[src/rtl/instr_sequencer.sv]
// instr_sequencer: fetch/decode/issue controller for the ALU.
// Handles one instruction at a time through FETCH, WAIT, DECODE, EXEC and WB.
// It owns the PC and the F1/F2 flags, and it drives the register-file strobes.
// FAULT (fetch timeout) and HALT (op 127) are sticky until reset.
module instr_sequencer #(
    parameter logic [31:0] RESET_PC = 32'd0,
    parameter logic [31:0] PC_STEP  = 32'd1,
    parameter logic [7:0]  TIMEOUT  = 8'd255
) (
    input  logic        clock,
    input  logic        reset,
    output logic        imem_req,
    output logic [31:0] imem_addr,
    input  logic        imem_ack,
    input  logic [31:0] imem_data,
    output logic [6:0]  instr,
    output logic [15:0] value,
    output logic        highlow,
    output logic        alu_en,
    output logic [3:0]  rd_addr_a,
    output logic [3:0]  rd_addr_b,
    output logic [3:0]  wr_addr,
    output logic        wr_en,
    input  logic        f3_in,
    input  logic        addrch_in,
    input  logic [31:0] naddr_in,
    output logic        f1,
    output logic        f2,
    output logic [31:0] pc_out,
    output logic        halted,
    output logic        fault,
    output logic        illegal
);

    localparam int unsigned OP_W   = 7;
    localparam int unsigned REG_W  = 4;
    localparam int unsigned IMM_W  = 16;
    localparam int unsigned ADDR_W = 32;
    localparam int unsigned CNT_W  = 8;

    localparam logic [OP_W-1:0] OP_HIGHLOW = 7'd6;
    localparam logic [OP_W-1:0] OP_HALT    = 7'd127;

    typedef enum logic [2:0] {
        ST_FETCH  = 3'd0,
        ST_WAIT   = 3'd1,
        ST_DECODE = 3'd2,
        ST_EXEC   = 3'd3,
        ST_WB     = 3'd4,
        ST_HALT   = 3'd5,
        ST_FAULT  = 3'd6
    } state_e;

    // Opcodes 16..126 are undefined; they behave as a NOP that still advances the PC.
    function automatic logic op_is_illegal(input logic [OP_W-1:0] op);
        return (op >= 7'd16) && (op <= 7'd126);
    endfunction

    // Opcodes 0..7 write back to the register file.
    function automatic logic op_writes_reg(input logic [OP_W-1:0] op);
        return op <= 7'd7;
    endfunction

    // Opcodes 8..13 shift the condition result into the flag pair.
    function automatic logic op_updates_flags(input logic [OP_W-1:0] op);
        return (op >= 7'd8) && (op <= 7'd13);
    endfunction

    state_e             state_q, state_d;
    logic [CNT_W-1:0]   cnt_q, cnt_d;

    logic [ADDR_W-1:0]  pc_q;
    logic               f1_q, f2_q;
    logic [OP_W-1:0]    op_q;
    logic [IMM_W-1:0]   imm_q;
    logic [REG_W-1:0]   rd_q, ra_q, rb_q;
    logic               highlow_q;

    logic               f3_s_q;
    logic               addrch_s_q;
    logic [ADDR_W-1:0]  naddr_s_q;

    logic               req_q, req_d;
    logic               alu_en_q, alu_en_d;
    logic               wr_en_q, wr_en_d;
    logic               illegal_q, illegal_d;
    logic               halted_q, halted_d;
    logic               fault_q, fault_d;

    logic               fetch_done;
    logic [CNT_W-1:0]   timeout_last;

    assign fetch_done   = (state_q == ST_WAIT) && imem_ack;
    assign timeout_last = CNT_W'(TIMEOUT - 8'd1);

    // State and wait-counter register.
    always_ff @(posedge clock) begin
        if (reset) begin
            state_q <= ST_FETCH;
            cnt_q   <= '0;
        end else begin
            state_q <= state_d;
            cnt_q   <= cnt_d;
        end
    end

    // Next-state logic, including the fetch timeout counter.
    always_comb begin
        state_d = state_q;
        cnt_d   = cnt_q;
        unique case (state_q)
            ST_FETCH: begin
                cnt_d   = '0;
                state_d = ST_WAIT;
            end
            ST_WAIT: begin
                // The counter holds the number of wait cycles already spent,
                // so an ack on the TIMEOUT-th cycle still wins over the fault.
                if (imem_ack) begin
                    state_d = ST_DECODE;
                end else if (cnt_q == timeout_last) begin
                    state_d = ST_FAULT;
                end else begin
                    cnt_d = CNT_W'(cnt_q + 8'd1);
                end
            end
            ST_DECODE: begin
                if (op_q == OP_HALT) begin
                    state_d = ST_HALT;
                end else if (op_is_illegal(op_q)) begin
                    state_d = ST_WB;
                end else begin
                    state_d = ST_EXEC;
                end
            end
            ST_EXEC:  state_d = ST_WB;
            ST_WB:    state_d = ST_FETCH;
            ST_HALT:  state_d = ST_HALT;
            ST_FAULT: state_d = ST_FAULT;
            default:  state_d = ST_FAULT;
        endcase
    end

    // Output decode, evaluated on the upcoming state so that registered outputs line up with it.
    always_comb begin
        req_d     = 1'b0;
        alu_en_d  = 1'b0;
        wr_en_d   = 1'b0;
        illegal_d = 1'b0;
        halted_d  = 1'b0;
        fault_d   = 1'b0;
        unique case (state_d)
            ST_FETCH:  req_d    = 1'b1;
            ST_WAIT:   req_d    = 1'b1;
            ST_EXEC:   alu_en_d = 1'b1;
            ST_WB:     wr_en_d  = op_writes_reg(op_q);
            ST_HALT:   halted_d = 1'b1;
            ST_FAULT:  fault_d  = 1'b1;
            default:   req_d    = 1'b0;
        endcase
        // The illegal pulse coincides with the DECODE cycle of the offending word.
        illegal_d = fetch_done && op_is_illegal(imem_data[6:0]);
    end

    // Registered strobes and status outputs.
    always_ff @(posedge clock) begin
        if (reset) begin
            req_q     <= 1'b0;
            alu_en_q  <= 1'b0;
            wr_en_q   <= 1'b0;
            illegal_q <= 1'b0;
            halted_q  <= 1'b0;
            fault_q   <= 1'b0;
        end else begin
            req_q     <= req_d;
            alu_en_q  <= alu_en_d;
            wr_en_q   <= wr_en_d;
            illegal_q <= illegal_d;
            halted_q  <= halted_d;
            fault_q   <= fault_d;
        end
    end

    // The instruction latch doubles as the decoded ALU/register-file drive, which is stable from DECODE through WB.
    always_ff @(posedge clock) begin
        if (reset) begin
            op_q      <= '0;
            imm_q     <= '0;
            rd_q      <= '0;
            ra_q      <= '0;
            rb_q      <= '0;
            highlow_q <= 1'b0;
        end else if (fetch_done) begin
            op_q      <= imem_data[6:0];
            imm_q     <= imem_data[31:16];
            rd_q      <= imem_data[10:7];
            ra_q      <= imem_data[14:11];
            rb_q      <= imem_data[18:15];
            highlow_q <= (imem_data[6:0] == OP_HIGHLOW);
        end
    end

    // ALU result capture at the end of EXEC; the branch flag is cleared in DECODE so that a skipped EXEC cannot branch.
    always_ff @(posedge clock) begin
        if (reset) begin
            f3_s_q     <= 1'b0;
            addrch_s_q <= 1'b0;
            naddr_s_q  <= '0;
        end else if (state_q == ST_EXEC) begin
            f3_s_q     <= f3_in;
            addrch_s_q <= addrch_in;
            naddr_s_q  <= naddr_in;
        end else if (state_q == ST_DECODE) begin
            addrch_s_q <= 1'b0;
        end
    end

    // PC and flag update at the end of write-back.
    always_ff @(posedge clock) begin
        if (reset) begin
            pc_q <= RESET_PC;
            f1_q <= 1'b0;
            f2_q <= 1'b0;
        end else if (state_q == ST_WB) begin
            if (addrch_s_q) begin
                pc_q <= naddr_s_q;
            end else begin
                pc_q <= ADDR_W'(pc_q + PC_STEP);
            end
            if (op_updates_flags(op_q)) begin
                f2_q <= f1_q;
                f1_q <= f3_s_q;
            end
        end
    end

    assign imem_req  = req_q;
    assign imem_addr = pc_q;
    assign pc_out    = pc_q;
    assign instr     = op_q;
    assign value     = imm_q;
    assign highlow   = highlow_q;
    assign rd_addr_a = ra_q;
    assign rd_addr_b = rb_q;
    assign wr_addr   = rd_q;
    assign alu_en    = alu_en_q;
    assign wr_en     = wr_en_q;
    assign illegal   = illegal_q;
    assign f1        = f1_q;
    assign f2        = f2_q;
    assign halted    = halted_q;
    assign fault     = fault_q;

endmodule

[config.mk]
export PLATFORM = sky130hd
export DESIGN_NAME = instr_sequencer
export DESIGN_NICKNAME = d
export VERILOG_FILES = /design/src/rtl/instr_sequencer.sv
export SDC_FILE = /design/constraint.sdc
export NUM_CORES = 1
export LEC_CHECK = 0
export BUFFER_PORTS_ARGS = -buffer_cell sky130_fd_sc_hd__buf_2
export CORE_MARGIN = 5
export CORE_UTILIZATION = 55
export DETAILED_ROUTE_END_ITERATION = 6
export PLACE_DENSITY = 0.85
export SLEW_MARGIN = 20
export SYNTH_ARGS = -nofsm -noshare
export SYNTH_HDL_FRONTEND = slang
export SYNTH_SLANG_ARGS = --single-unit
[constraint.sdc]
create_clock -name clock -period 5.2 [get_ports clock]
set_input_delay 0.78 -clock clock [delete_from_list [all_inputs] [get_ports clock]]
set_output_delay 0.78 -clock clock [all_outputs]
set_load 0.01 [all_outputs]
==> impl_results.md, run 1 <==
* Layout net count at 889
* Lkg Pwr at around 2.8 nW
* Busiest metal layer after global routing: met2
* Number of enable-type register cells in the synthesized netlist at 0
* Most used flip-flop cell after synthesis: sky130_fd_sc_hd__dfxtp_1
* Die height at roughly 110 um
* CTS tree: done
* Transition time of the tightest slew-check pin at around 0.68 ns
* Largest net degree at the start of global routing at 67
* Max Clock Freq at roughly 380 MHz
* Fill cell count at approximately 770
* Count of unresolved DRC violations after routing at 0
* Net Count, Synth at slightly below 800
* Cell area after synthesis at between 5000 and 6000 sq um
* Run status: finished, final reports clean
* Global routing met1 resource utilization at roughly a third
* Total routed wirelength at about 16000 um
* Part of the Yosys area used for sequential elements at between 40% and 50%
* Crit Path Max Fanout at roughly 50
* Post-synthesis to final-layout area growth at 20.91%
* Average wire length per cell after detail routing at roughly 16 um
* Storage cell area at about 2400 sq um
* Grt met3 use at 8.079%
* Type of the worst setup path: reg -> reg
* Vias post-DR at around 5500
* Synth warnings at 0
* Detail Placement HPWL at between 10000 and 15000 um
* Total Neg Setup Slack at 0 ns
* Number of clock buffers inserted by TritonCTS at 17
* Max cap viols at 0
* Crit start category: register
* PD cells at around 350 nW/um^2
* Cell count after synthesis at between 600 and 700
* Area of placed instances at around 6200 sq um
* Number of nets with antenna violations after detailed routing at 0
* Port bufs at between 150 and 200
* Multi-input gate area in the final layout at approximately 2700 sq um
* Number of optimization iterations in the first detailed-route pass at 5
* IR drop worst, VDD at 261.9 uV
* Antenna violations before repair at 0
* Cell area after layout at 6758 sq um
* CTS-repair resized insts at 0
* Crit path arrival time at 3.06 ns
* Clock Latency Late Sink at between 0.5 and 0.6 ns
* Drt via density at 5.747
* I/O Pins at 177
* Minimum period implied by the final worst setup slack at roughly 2.6 ns
* Maximum count of clock buffers along a single path at 2
* Core region area at roughly 10000 sq um
* Yosys cell types at 64
* Count of final hold-check violations at 0
* Period utilization at between 50% and 60%
* Post-CTS setup buffer count at 0
* Number of hold buffers added after cts at 0
* Met2 Track Usage GR at about 41%
* Starting DRC count in detailed routing at about 550
* Setup-failing EPs final at 0
* Normalized max-slew margin at a little over half
* Setup repair after global routing missed its margin: no
* Required @ worst endpoint at 5.64 ns
* Maximum level of the CTS H-tree at 4
* TritonCTS Sinks at approximately 120
* Clock Skew at slightly above 0.01 ns
* Vias in the first global route at roughly 5400
* Mean instance size in the synthesized netlist at 8.019 sq um
* Antenna diodes at 0
* Final Core Density at 68.51%
* Type of the tightest min-delay check: reg -> reg
* CTS root buf: sky130_fd_sc_hd__clkbuf_8
* Nature of the critical path endpoint: register
* Fraction of layout instances using a drive strength above 1 at approximately 29%
* Flip-flop and latch count after synthesis at 118
* Async S/R FF share, synth at 0%
* Full die area at roughly 12000 sq um
* Clock transition at the registers of the reported paths at 0.06 ns
* Die W at between 100 and 150 um
* Standard-cell row count at 36
* Global-route usage over all layers at 25.43%
* Global placement routability congestion at 0.8800
* Wire length of the first global-routing pass at 26370 um
* Gr ovfl total at 0
* Final number of max-transition violations at 0
* Starting density of the core at 56.66%
-- layer usage --
layer	share of wire [%]	wire length [um]
met2	48	7636
met3	8.5	1348
met4	2.5	405
met5	0	0
met1	41	6499
-- where the power goes --
part	internal [mW]	switching (mW)	total [mW]
Clock	0.603	0.472	1.08
Combinational	0.115	0.155	0.269
Sequential	0.951	0.0695	1.02
Total	1.67	0.696	2.37
-- cells in the final DEF, fill, tap and decap left out, drive strengths merged, types with 5 or more instances in the layout --
master	netlist	final
mux2i	16	16
nor2	35	35
a21oi	90	90
or3	13	13
nor2b	6	6
nor4	7	7
nand4	15	15
a31oi	6	6
a22oi	16	16
o21ai	11	11
clkbuf	35	17
dfxtp	118	118
o22ai	11	11
nor3	16	16
nand3	23	23
nand2b	5	5
a211oi	8	8
inv	4	14
and3	7	7
nand2	161	161
o211ai	5	5
buf	45	181
-- flip-flops by register name, indices dropped and copies added (netlist names) --
signal	count
addrch_s_q	1
alu_en	1
cnt_q	8
f1	1
f2	1
f3_s_q	1
fault	1
halted	1
highlow	1
illegal	1
imem_addr	32
imem_req	1
instr	7
naddr_s_q	32
rd_addr_a	4
rd_addr_b	1
state_q	3
value	16
wr_addr	4
wr_en	1
-- kinds of logic after synthesis --
family	Yosys count	share of synthesized area, %
flops	118	42.27
compound gates	166	17.75
xor+xnor	1	0.1567
buf+inv	84	8.999
simple gates	308	27.09
fa+ha+maj	3	0.6717
mux	17	3.067
-- path summary, 6_finish.rpt --
kind | from | end | slack [ns] | cells past startpoint
worst min register to register | wr_addr[1] | wr_addr[1] | 0.45 | 2
worst min-delay path | wr_addr[1] | wr_addr[1] | 0.45 | 2
worst max register to register | state_q[0] | imem_addr[31] | 2.58 | 5
worst max-delay path | state_q[0] | imem_addr[31] | 2.58 | 5
-- cell type report --
cell class | count | area share [%]
clock buffers | 17 | 6.128
clock inverters | 15 | 1.944
inverters | 4 | 0.2222
multi-input cells | 495 | 40.36
flip-flops and latches | 118 | 34.96
well taps | 133 | 2.463
repair buffers | 181 | 13.92
-- cell usage after synthesis (all sizes together), types with 4 or more instances --
| library cell | instances | area [sq um] |
|---|---|---|
| nor3 | 16 | 80.08 |
| or3 | 13 | 81.33 |
| nand2b | 5 | 31.28 |
| a211oi | 8 | 60.06 |
| o211ai | 5 | 37.54 |
| nand4 | 15 | 106.4 |
| nand3 | 23 | 142.6 |
| inv | 4 | 15.01 |
| nor2 | 35 | 148.9 |
| mux2i | 16 | 160.2 |
| o21ai | 11 | 55.05 |
| buf | 45 | 336.6 |
| o22ai | 11 | 68.82 |
| clkbuf | 35 | 151.4 |
| dfxtp | 118 | 2362 |
| or4 | 4 | 30.03 |
| a22oi | 16 | 120.1 |
| nand2 | 161 | 604.3 |
| a221oi | 4 | 35.03 |
| a31oi | 6 | 37.54 |
| and3 | 7 | 50.05 |
| nor2b | 6 | 37.54 |
| nor4 | 7 | 65.06 |
| a21oi | 90 | 454.2 |
-- critical path, cell delays in order (launching register included) --
cell and delay, ns:
sky130_fd_sc_hd__dfxtp_1 0.50, sky130_fd_sc_hd__or3b_4 0.70, sky130_fd_sc_hd__nor2_4 0.53, sky130_fd_sc_hd__a221oi_1 0.16, sky130_fd_sc_hd__or4_1 0.52, sky130_fd_sc_hd__a21oi_1 0.13
-- through the flow --
step,total power [mW],setup WS [ns],hold WS [ns],std cells
floorplan,1.206,3.258,0.4312,697
global placement,1.288,2.717,0.4404,930
detailed placement,1.301,2.664,0.4430,931
CTS,2.371,2.629,0.4515,963
global route,2.459,2.406,0.4660,963
finish,2.365,2.583,0.4499,963
No activity file was read; power rests on OpenSTA's default activity.
==> run 2: changes to the inputs <==
Settings changed: CORE_UTILIZATION 55 to 46, PLACE_DENSITY 0.85 to 0.76.
Clock period 5.2 ns to 2.25 ns, I/O delays scaled along.
==> impl_results.md, run 2 (synthesis gave the netlist of run 1 again) <==
* Run status: finished with violations
* Violations in the final reports: DRC
* CP delay by family, top: simple AND/OR/NAND/NOR gates
* Maximum level of the CTS H-tree at 4 (unchanged)
* Number of optimization iterations in the first detailed-route pass at 7 (+2)
* Die W at 120.2 um (+8.5%)
* Logic depth of the worst register-to-register path at 6 (+1)
* Multi-input gate area in the final layout at 2733 sq um (+0.18%)
* Drt via density at 5.394 (-6.1%)
* Die height at 120.2 um (+8.5%)
* Global-route usage over all layers at 21.37% (-4.1 points)
* Largest net degree at the start of global routing at 45 (-33%)
* Full die area at 14460 sq um (+18%)
* Max cap viols at 0 (unchanged)
* Type of the worst setup path: reg -> reg
* Commonest non-fill, non-tap cell in the layout: sky130_fd_sc_hd__buf_2
* Nature of the critical path endpoint: register
* Number of logic stages on the critical path including buffering at 6 (+1)
* Total routed wirelength at 15500 um (-2.4%)
* Crit start category: register
* Core region area at 11960 sq um (+21%)
* Post-placement worst setup slack at 0.1989 ns (-2.465 ns)
* Gr ovfl total at 0 (unchanged)
* Global placement routability congestion at 0.8912 (+1.3%)
* Crit path arrival time at 2.32 ns (-0.74 ns)
* Part of the power in combinational logic at 11.9% (+0.5 points)
* Largest stage delay, worst path at 0.48 ns (-0.22 ns)
* Lkg Pwr at 2.994 nW (+5.5%)
* Count of final hold-check violations at 0 (unchanged)
* Critical path, cell by cell: ha_1 > nand3_1 > nor2_2 > nand3_2 > or4_1 > and3_1
* Port bufs at 176 (unchanged)
* Normalized max-slew margin at 58.02% (+3.5 points)
* I/O Pins at 177 (unchanged)
* Setup ws final at 0.2371 ns (-2.346 ns)
* Antenna violations before repair at 1 (+1)
* Fraction of power consumed by the clock network at 48.3% (+2.8 points)
* IR drop worst, VDD at 605.2 uV (+130%)
* Starting density of the core at 46.73% (-9.9 points)
* TritonCTS Sinks at 118 (unchanged)
* Clock transition at the registers of the reported paths at 0.06 ns (about the same)
* Cell depth of the worst min-delay path at 3 (+1)
* Count of unresolved DRC violations after routing at 1 (+1)
* Number of nets with antenna violations after detailed routing at 0 (unchanged)
* Fraction of layout instances using a drive strength above 1 at 30.28% (+1.6 points)
* Maximum count of clock buffers along a single path at 2 (unchanged)
* Required @ worst endpoint at 2.56 ns (-3.08 ns)
* Switching Power at 1.544 mW (+120%)
* Master of the slowest instance on the critical path: sky130_fd_sc_hd__or4_1
* Detail Placement HPWL at 10860 um (+0.52%)
* Vias post-DR at 5394 (-2.5%)
* Commonest cells after routing, fill and taps aside: sky130_fd_sc_hd__buf_2 (175), sky130_fd_sc_hd__nand2_1 (161), sky130_fd_sc_hd__dfxtp_1 (118)
* Total Neg Setup Slack at 0 ns (unchanged)
* Average wire length per cell after detail routing at 15.50 um (-6.0%)
* Clock Skew at 0.008676 ns (-0.001501 ns)
* Buf+Inv Stages, Crit Path at 0 (unchanged)
* Starting DRC count in detailed routing at 500 (-8.4%)
* Post-synthesis to final-layout area growth at 25.45%
* Setup repair after global routing missed its margin: no
* Transition time of the tightest slew-check pin at 0.6250 ns (-0.05688 ns)
* Final number of max-transition violations at 0 (unchanged)
* Net Sw Frac at 26.59% (-2.8 points)
* Storage cell area at 2362 sq um (unchanged)
* Crit Path Max Fanout at 8 (-84%)
* Setup-failing EPs final at 0 (unchanged)
* Internal power summed over all cells at 4.261 mW (+160%)
* Vias in the first global route at 5070 (-6.9%)
* Type of the tightest min-delay check: in -> reg
* Relative contribution of sequential cells to total power at 39.8% (-3.4 points)
* Period utilization at 89.46% (+39 points)
* Wire length of the first global-routing pass at 25120 um (-4.7%)
* Max Clock Freq at 496.8 MHz (+30%)
* Layout net count at 911 (+2.5%)
* Standard-cell row count at 40 (+11%)
* Number of clock buffers inserted by TritonCTS at 17 (unchanged)
* Fill cell count at 1100 (+42%)
* Number of hold buffers added after cts at 0 (unchanged)
* Minimum period implied by the final worst setup slack at 2.013 ns (-0.6037 ns)
* CTS tree: done
* Clock Latency Late Sink at 0.41 ns (-0.11 ns)
* PD cells at 827.8 nW/um^2 (+140%)
* CTS root buf: sky130_fd_sc_hd__clkbuf_16
## run 2: cell count changes in the layout (fill, tap and decap cells not counted), moves of 2 or more
cell / before / now
sky130_fd_sc_hd__clkinv_4: 1 / 3
sky130_fd_sc_hd__inv_8: 2 / 0
sky130_fd_sc_hd__bufinv_16: 0 / 3
sky130_fd_sc_hd__inv_6: 8 / 6
sky130_fd_sc_hd__buf_4: 5 / 27
## run 2: area by class of cell
cell class	instances	area share, %
inverters	4	0.2141
diodes	1	0.03569
multi-input cells	495	38.97
clock inverters	15	2.730
flip-flops and latches	118	33.69
clock buffers	17	6.067
repair buffers	203	15.67
well taps	147	2.623
## run 2: power groups by stage
stage               Clock [mW]  Sequential, mW  Combinational, mW
floorplan                    0            2.39              0.397
global placement             0            2.35              0.685
detailed placement           0            2.35              0.691
CTS                       2.85            2.31              0.696
global route              2.95            2.33              0.767
finish                    2.80            2.31              0.693
## run 2: per-layer routing
layer | share of wire, % | global-route usage [%] | vias to the layer above
li1 | - | - | 2708
met1 | 44 | 28.11 | 2463
met2 | 46 | 32.95 | 197
met3 | 7.1 | 5.847 | 26
met4 | 2.6 | 9.348 | 0
met5 | 0 | 0 | -
## run 2: through the flow
| step | utilization, % | cells | power [mW] | instance area (sq um) | hold WS [ns] |
|---|---|---|---|---|---|
| 6_report | 58.62 | 1000 | 5.804 | 7012 | 0.1587 |
| 5_1_grt | 58.62 | 1000 | 6.047 | 7012 | 0.1439 |
| 4_1_cts | 58.53 | 999 | 5.850 | 7000 | 0.1408 |
| 3_5_place_dp | 53.37 | 967 | 3.043 | 6384 | 0.4432 |
| 3_3_place_gp | 53.37 | 967 | 3.032 | 6384 | 0.4391 |
| 2_1_floorplan | - | 697 | 2.786 | 5589 | 0.4312 |
## run 2: what timing repair did
item                       in CTS  in global routing
setup endpoints to repair       0                  1
resized for setup               0                  1
setup buffers                   0                  0
## run 2: path summary, 6_finish.rpt
| path | startpoint | to | slack, ns |
|---|---|---|---|
| hold / removal | naddr_in[13] | naddr_s_q[13] | 0.16 |
| setup reg to reg | imem_addr[0] | imem_addr[28] | 0.24 |
| hold reg to reg | value[9] | value[9] | 0.45 |
| setup / recovery | imem_addr[0] | imem_addr[28] | 0.24 |
## run 2: worst reg2reg max path, cell delays in order (launching register included)
cell,delay [ns]
sky130_fd_sc_hd__dfxtp_1,0.44
sky130_fd_sc_hd__ha_1,0.22
sky130_fd_sc_hd__nand3_1,0.24
sky130_fd_sc_hd__nor2_2,0.23
sky130_fd_sc_hd__nand3_2,0.13
sky130_fd_sc_hd__or4_1,0.48
sky130_fd_sc_hd__and3_1,0.17
